**src/rtl/int_sequencer.sv**
```systemverilog
// Interrupt entry/exit sequencer: fixed-priority arbitration of pending enabled lines,
// PC redirect to the handler vector, return-PC save/restore and tail-chaining.
module int_sequencer #(
    parameter int          NUM_INT    = 16,
    parameter logic [15:0] VEC_BASE   = 16'h0010,
    parameter int          VEC_STRIDE = 4,
    localparam int         ID_W       = $clog2(NUM_INT)
) (
    input  logic               clk,
    input  logic               rst,
    input  logic [NUM_INT-1:0] int_flag,
    input  logic [NUM_INT-1:0] int_en,
    input  logic               global_en,
    input  logic [15:0]        pc_in,
    input  logic               instr_boundary,
    input  logic               end_routine,
    output logic               redirect,
    output logic [15:0]        redirect_addr,
    output logic [NUM_INT-1:0] ack,
    output logic               busy,
    output logic [ID_W-1:0]    active_id
);

    localparam int STRIDE_SH = $clog2(VEC_STRIDE);

    typedef enum logic [1:0] {
        S_IDLE   = 2'd0,
        S_ENTER  = 2'd1,
        S_IN_ISR = 2'd2,
        S_RETURN = 2'd3
    } state_t;

    state_t             state_q, state_d;
    logic               redirect_q, redirect_d;
    logic [15:0]        redirect_addr_q, redirect_addr_d;
    logic [NUM_INT-1:0] ack_q, ack_d;
    logic               busy_q, busy_d;
    logic [ID_W-1:0]    active_id_q, active_id_d;
    logic [15:0]        saved_pc_q, saved_pc_d;

    logic [NUM_INT-1:0] pend;
    logic               take;
    logic [ID_W-1:0]    winner;
    logic [15:0]        vec_addr;

    // Descending scan so the lowest pending index is the last one written.
    always_comb begin
        pend   = int_flag & int_en;
        take   = global_en & (|pend);
        winner = '0;
        for (int i = NUM_INT - 1; i >= 0; i--) begin
            if (pend[i]) begin
                winner = ID_W'(i);
            end
        end
        vec_addr = VEC_BASE + (16'(winner) << STRIDE_SH);
    end

    always_ff @(posedge clk or posedge rst) begin
        if (rst) begin
            state_q         <= S_IDLE;
            redirect_q      <= 1'b0;
            redirect_addr_q <= '0;
            ack_q           <= '0;
            busy_q          <= 1'b0;
            active_id_q     <= '0;
            saved_pc_q      <= '0;
        end else begin
            state_q         <= state_d;
            redirect_q      <= redirect_d;
            redirect_addr_q <= redirect_addr_d;
            ack_q           <= ack_d;
            busy_q          <= busy_d;
            active_id_q     <= active_id_d;
            saved_pc_q      <= saved_pc_d;
        end
    end

    always_comb begin
        state_d = state_q;
        case (state_q)
            S_IDLE:   if (take && instr_boundary) state_d = S_ENTER;
            S_ENTER:  state_d = S_IN_ISR;
            S_IN_ISR: if (end_routine) state_d = take ? S_ENTER : S_RETURN;
            S_RETURN: state_d = S_IDLE;
            default:  state_d = S_IDLE;
        endcase
    end

    // Outputs are computed from the next state and registered, so they are
    // valid during the ENTER/RETURN cycle itself. redirect is a one-cycle
    // valid pulse with no ready: the core must take it when it appears.
    always_comb begin
        redirect_d      = 1'b0;
        redirect_addr_d = '0;
        ack_d           = '0;
        busy_d          = (state_d != S_IDLE);
        active_id_d     = active_id_q;
        saved_pc_d      = saved_pc_q;
        case (state_d)
            S_ENTER: begin
                redirect_d      = 1'b1;
                redirect_addr_d = vec_addr;
                ack_d[winner]   = 1'b1;
                active_id_d     = winner;
            end
            S_RETURN: begin
                redirect_d      = 1'b1;
                redirect_addr_d = saved_pc_q;
            end
            default: ;
        endcase
        // Only the first entry saves the PC; chained entries keep the original.
        if (state_q == S_IDLE && state_d == S_ENTER) begin
            saved_pc_d = pc_in;
        end
    end

    assign redirect      = redirect_q;
    assign redirect_addr = redirect_addr_q;
    assign ack           = ack_q;
    assign busy          = busy_q;
    assign active_id     = active_id_q;

endmodule
```
**config.mk**
```make
export PLATFORM = sky130hd
export DESIGN_NAME = int_sequencer
export DESIGN_NICKNAME = d
export VERILOG_FILES = /design/src/rtl/int_sequencer.sv
export SDC_FILE = /design/constraint.sdc
export NUM_CORES = 1
export LEC_CHECK = 0
export ABC_AREA = 1
export CORE_MARGIN = 5
export CORE_UTILIZATION = 43
export DETAILED_ROUTE_END_ITERATION = 8
export PLACE_DENSITY = 0.89
export SYNTH_ARGS = -nofsm -noshare
export SYNTH_HDL_FRONTEND = slang
export SYNTH_SLANG_ARGS = --single-unit
```
**constraint.sdc**
```tcl
create_clock -name clk -period 1.8 [get_ports clk]
set_input_delay 0.27 -clock clk [delete_from_list [all_inputs] [get_ports clk]]
set_output_delay 0.27 -clock clk [all_outputs]
set_load 0.03 [all_outputs]
```
## Yosys cells after proc, flatten, opt, wreduce, memory -nomap -nowiden

Cells that the tools add are included.

| storage, ports and cells | value |
|---|---|
| output and inout port bits | 38 |
| register bits | 56 |
| input port bits | 53 |
| logic and storage cells | 49 |

| operators by class | value |
|---|---|
| add/sub/neg operators | 1 |
| reduce and logical (&&, ||, !) cells | 7 |
| bitwise logic cells | 2 |
| $lt $le $gt $ge | 2 |
| equality and inequality tests | 5 |
| mux-type cells | 25 |

Operators with widths:

| kind | count |
|---|---|
| 2-to-1 mux 4 bit | 16 |
| case mux 16 bit (2 select lines) | 1 |
| AND 16 bit | 1 |
| 2-to-1 mux 16 bit | 1 |
| OR reduction 16 bit | 1 |
| case mux 2 bit (4 select lines) | 1 |
| adder 5 x 6 -> 7 bit, first input constant | 1 |
| equality test 2 bit, second input constant | 3 |
| 2-to-1 mux 2 bit | 3 |
| less-than comparator 4 x 5 -> 1 bit, second input constant | 1 |
| demux 1 bit (select 4 bit) | 1 |
| equality test 2 x 1 -> 1 bit, second input constant | 2 |
| >= comparator 4 x 1 -> 1 bit, second input constant | 1 |
| logical AND 1 bit | 3 |
| zero test 2 bit | 1 |
| 2-to-1 mux 1 bit | 2 |
| nonzero test 2 bit | 1 |
| OR reduction 2 bit | 1 |
| AND 1 bit | 1 |

## Longest topological paths before layout

| logic depth | value |
|---|---|
| word-level depth | 22 |
| depth in mapped cells | 19 |
| mapped depth without buffers | 19 |

## Worst setup path after synthesis

No wires, ideal clock.

| path | value |
|---|---|
| kind | input to register |
| from | in int_flag[9] |
| to | reg active_id_q[2], in the netlist active_id[2] |
| path buffers | 0 |
| path slack | 0.353 ns |
| stages on the path | 13 |
| required time | 1.680 ns |
| setup time | 0.120 ns |
| arrival time | 1.327 ns |
| path through | nand2_1 > nand2_1 > nor2_1 > nand2_1 > inv_2 > nand3_2 > nand2_2 > o211ai_4 > nand2_4 > nor2_8 > inv_4 > nand2_1 > o21ai_2 |

| on the way | value |
|---|---|
| elaborated cells between the ends (all ways) | 19 |
| those cells by class | 1 x eq/ne; 14 x mux; 2 x bitwise; 2 x reduce/logical |

RTL lines:

| what | RTL line | text |
|---|---|---|
| start, declared | 11 | `input logic [NUM_INT-1:0] int_flag,` |
| AND 16 bit * | 48 | `pend = int_flag & int_en;` |
| OR reduction 16 bit * | 49 | `take = global_en & (\|pend);` |
| AND 1 bit * | 49 |  |
| 2-to-1 mux 2 bit / logical AND 1 bit (equally long branches) | 84, 82 |  |
| 2-to-1 mux 2 bit, on equally long branches | 84, 82 |  |
| case mux 2 bit (4 select lines) * | 81 | `case (state_q)` |
| via state_d[1] | 33 | `state_t state_q, state_d;` |
| equality test 2 x 1 -> 1 bit * | 100 | `case (state_d)` |
| end signal, assigned | 74 | `active_id_q <= active_id_d;` |
| end, declared | 38 | `logic [ID_W-1:0] active_id_q, active_id_d;` |

The timed path passes the listed nets; every way through them passes the cells marked *.
A chain may end at the register's enable or synchronous reset.

## Final worst setup path

| path | value |
|---|---|
| from | in int_en[11] |
| to | reg active_id_q[3], in the netlist active_id[3] |

| on the way | value |
|---|---|
| elaborated cells between the ends (all ways) | 21 |
| those cells by class | 1 x eq/ne; 16 x mux; 2 x bitwise; 2 x reduce/logical |

RTL lines:

| what | RTL line | text |
|---|---|---|
| start, declared | 12 | `input logic [NUM_INT-1:0] int_en,` |
| AND 16 bit * | 48 |  |
| OR reduction 16 bit * | 49 |  |
| AND 1 bit * | 49 |  |
| 2-to-1 mux 2 bit / logical AND 1 bit (equally long branches) | 84, 82 |  |
| 2-to-1 mux 2 bit, on equally long branches | 84, 82 |  |
| case mux 2 bit (4 select lines) * | 81 |  |
| via state_d[1] | 33 |  |
| equality test 2 x 1 -> 1 bit * | 100 |  |

Marked as above.

==> PnR_summary.wiki <==
{| class="wikitable"
! Metric !! Value
|-
| Outcome || completed
|-
| Area growth syn-to-layout || 57.6%
|-
| Mean routed wirelength per cell || around 14 um
|-
| Slowest stage delay, CP || between 0.4 and 0.5 ns
|-
| Worst-case headroom to the max-slew limit || 0.767
|-
| Type of origin of the critical path || input pin
|-
| Gr ovfl total || 0
|-
| Post-route antenna net violation count || 0
|-
| CTS resizes || 0
|-
| Gate Count Post-Synth || approximately 230
|-
| Library cell contributing the largest single delay on the critical path || sky130_fd_sc_hd__clkdlybuf4s50_1
|-
| H-tree depth || 2
|-
| CP required || ~2 ns
|-
| Mean instance size in the synthesized netlist || about 9.8 um^2
|-
| Worst Setup Slack, final || between 0.07 and 0.08 ns
|-
| DRC Markers || 0
|-
| Number of synthesis warnings || 0
|-
| Netlist area before placement || 2300 um^2
|-
| Antenna violations before repair || 0
|-
| Cell total after placement || 407
|-
| Half-perimeter wire length of the detailed placement result || 4060 um
|-
| Commonest non-fill, non-tap cell in the layout || sky130_fd_sc_hd__clkdlybuf4s50_1
|-
| Dpl cell area || around 3400 um^2
|-
| Ratio of cells with drive above 1 in the final layout || 0.194
|-
| Final period util || 0.957
|-
| Area contributors post-synth || sky130_fd_sc_hd__dfrtp_1, sky130_fd_sc_hd__nand2_1, sky130_fd_sc_hd__nor2_1
|-
| Net count reported at finish || roughly 400
|-
| Die Area || 6910 um^2
|-
| Portion of synthesized cell area occupied by the leading cell type || 0.610
|-
| Power share of the sequential group || 0.408
|-
| Clock latency reported for the late side of the worst-skew pair || 0.31 ns
|-
| Max capacitance violation total || 0
|-
| Global-route total usage across every layer || 0.160
|-
| Number of library cell types mapped by synthesis || 24
|-
| Cells along the critical path || clkdlybuf4s50_1, nand2_1, nand2_2, nor2_1, nand2_1, inv_2, nand3_2, nand2_2, o211ai_4, nand2_4, nor2_8, inv_6, nand2_1, o21ai_2
|-
| Via Count || a little under 2k
|-
| Vias in the first global route || 1927
|-
| Static Leakage || ~1.8 nW
|-
| Overall power after layout || 0.00427 W
|-
| Wire length after detailed routing || ~6000 um
|-
| Internal power || ~0.0028 W
|-
| Worst setup slack for register-to-register paths || 0.31 ns
|-
| #FFs+latches synth || between 50 and 60
|-
| Number of DRC markers after the initial detailed-route iteration || 116
|-
| Worst IR drop on VDD || between 0.6 and 0.7 mV
|-
| Max FO, Critical Path || 8
|-
| First-pass GRT wire length || about 9000 um
|-
| Cell repeated most along the worst path || sky130_fd_sc_hd__nand2_1
|-
| Pin count of the biggest net entering global routing || 57
|-
| Achievable clock frequency || between 500 and 600 MHz
|-
| Net switching power || roughly 0.0015 W
|-
| Fin. Hold Viols || 0
|-
| Clock sink count || 56
|-
| Commonest cells after routing, fill and taps aside || sky130_fd_sc_hd__clkdlybuf4s50_1, sky130_fd_sc_hd__dfrtp_1, sky130_fd_sc_hd__nand2_1
|-
| Total power divided by cell area || roughly 1200 nW/um^2
|-
| Total I/O pin count || 91
|-
| Post-route minimum period || between 1.5 and 2 ns
|-
| Maximum clock skew at final layout || 0.0114 ns
|-
| Worst endpoint data arrival time || 1.92 ns
|-
| Share of power burned in the clock network || 0.208
|-
| Die Y || approximately 83 um
|-
| Layout Cells excl Fill || 415
|-
| Die X-Extent || 83.1 um
|-
| Rows || 26
|-
| Clock-pin slew of the registers on the worst-case setup and hold paths || around 0.1 ns
|-
| Post-cts hold buffer count || 0
|-
| Transition time at the pin with the least slew margin || between 0.3 and 0.4 ns
|-
| # diodes || 0
|-
| Worst min-delay path class || in2async
|-
| Worst-case setup slack after placement || -0.233 ns
|-
| Path depth of the worst reg2reg path || 8
|-
| Cell taking the most area after synthesis || sky130_fd_sc_hd__dfrtp_1
|-
| Quantity of I/O buffers inserted on ports || 90
|-
| Library cell used as clock root buffer || sky130_fd_sc_hd__clkbuf_8
|-
| Synth Net Count || 291
|-
| Combinational group share of total power || 0.384
|-
| CTS max path bufs || 2
|-
| Final number of setup-violating endpoints || 0
|-
| Sequential element share of the synthesized area || 0.610
|-
| Via-per-instance ratio || roughly 4.6
|-
| GP Congestion || 0.771
|-
| Sw frac || 0.349
|-
| Post-CTS setup buffers || 0
|-
| Area of the core || 5140 um^2
|-
| Finished Core Util || 0.705
|-
| Number of detailed-routing iterations run before antenna repair || 4
|-
| Final instance area || roughly 3600 um^2
|-
| Starting density of the core || 0.447
|-
| Clock tree from TritonCTS || done
|-
| Startpoint-to-endpoint class of the critical path || in2reg
|-
| Critical Path Sink Type || flip-flop
|-
| TritonCTS buffer count || 5
|-
| Max Transition Viols Final || 0
|}
final cells by class:
cell class / count / area [um^2]
repair buffers: 107 / 1070
clock inverters: 1 / 30.0
flip-flops and latches: 56 / 1400
clock buffers: 7 / 96.3
well taps: 70 / 87.6
multi-input cells: 152 / 855
fillers: 402 / 1520
inverters: 22 / 87.6
synth_stat cells (all sizes together):
library cell	count
a21oi	11
a31oi	1
buf	4
dfrtp	56
ha	4
inv	22
mux2	5
nand2	68
nand3	7
nand4	1
nor2	47
o211ai	1
o21ai	4
o21bai	1
o31ai	1
or2	1
power by group through the flow:
stage	clock (W)	combinational (W)	sequential (W)
6_report	0.000886	0.00164	0.00174
5_1_grt	0.000956	0.00177	0.00178
4_1_cts	0.000882	0.00160	0.00174
3_5_place_dp	0	0.00158	0.00176
3_3_place_gp	0	0.00154	0.00175
2_1_floorplan	0	0.000644	0.00204
metrics by stage:
stage	hold WS, ns	TNS (ns)
2_1_floorplan	0.420	0
3_3_place_gp	0.455	-5.19
3_5_place_dp	0.462	-7.50
4_1_cts	0.347	0
5_1_grt	0.380	-0.178
6_report	0.329	0
flip-flops by register name (all words and copies together), names as in the netlist:
signal / cells
ack: 16
state_q: 2
redirect: 1
redirect_addr: 16
saved_pc_q: 16
busy: 1
active_id: 4
layer usage:
layer	global-route usage	share of wire
met5	0	0
met4	0.0579	0.026
met3	0.0297	0.048
met2	0.283	0.54
met1	0.194	0.39
final timing paths:
kind,from,end
min reg2reg,saved_pc_q[3],redirect_addr[3]
max reg2reg,state_q[1],active_id[3]
max in group asynchronous,rst,redirect_addr[6]
max,int_en[11],active_id[3]
min in group clk,saved_pc_q[3],redirect_addr[3]
min,rst,busy
worst max-delay path: cells and delay by family:
kind / cells / cell delay (ns)
simple gates: 9 / 0.84
buf+inv: 3 / 0.58
compound gates: 2 / 0.23
cells by family after synthesis:
group,synth area share
flops,0.610
fa+ha+maj,0.0218
compound gates,0.0577
mux,0.0245
buf+inv,0.0479
simple gates,0.238
Note: power is estimated with default switching activity, not from simulation.
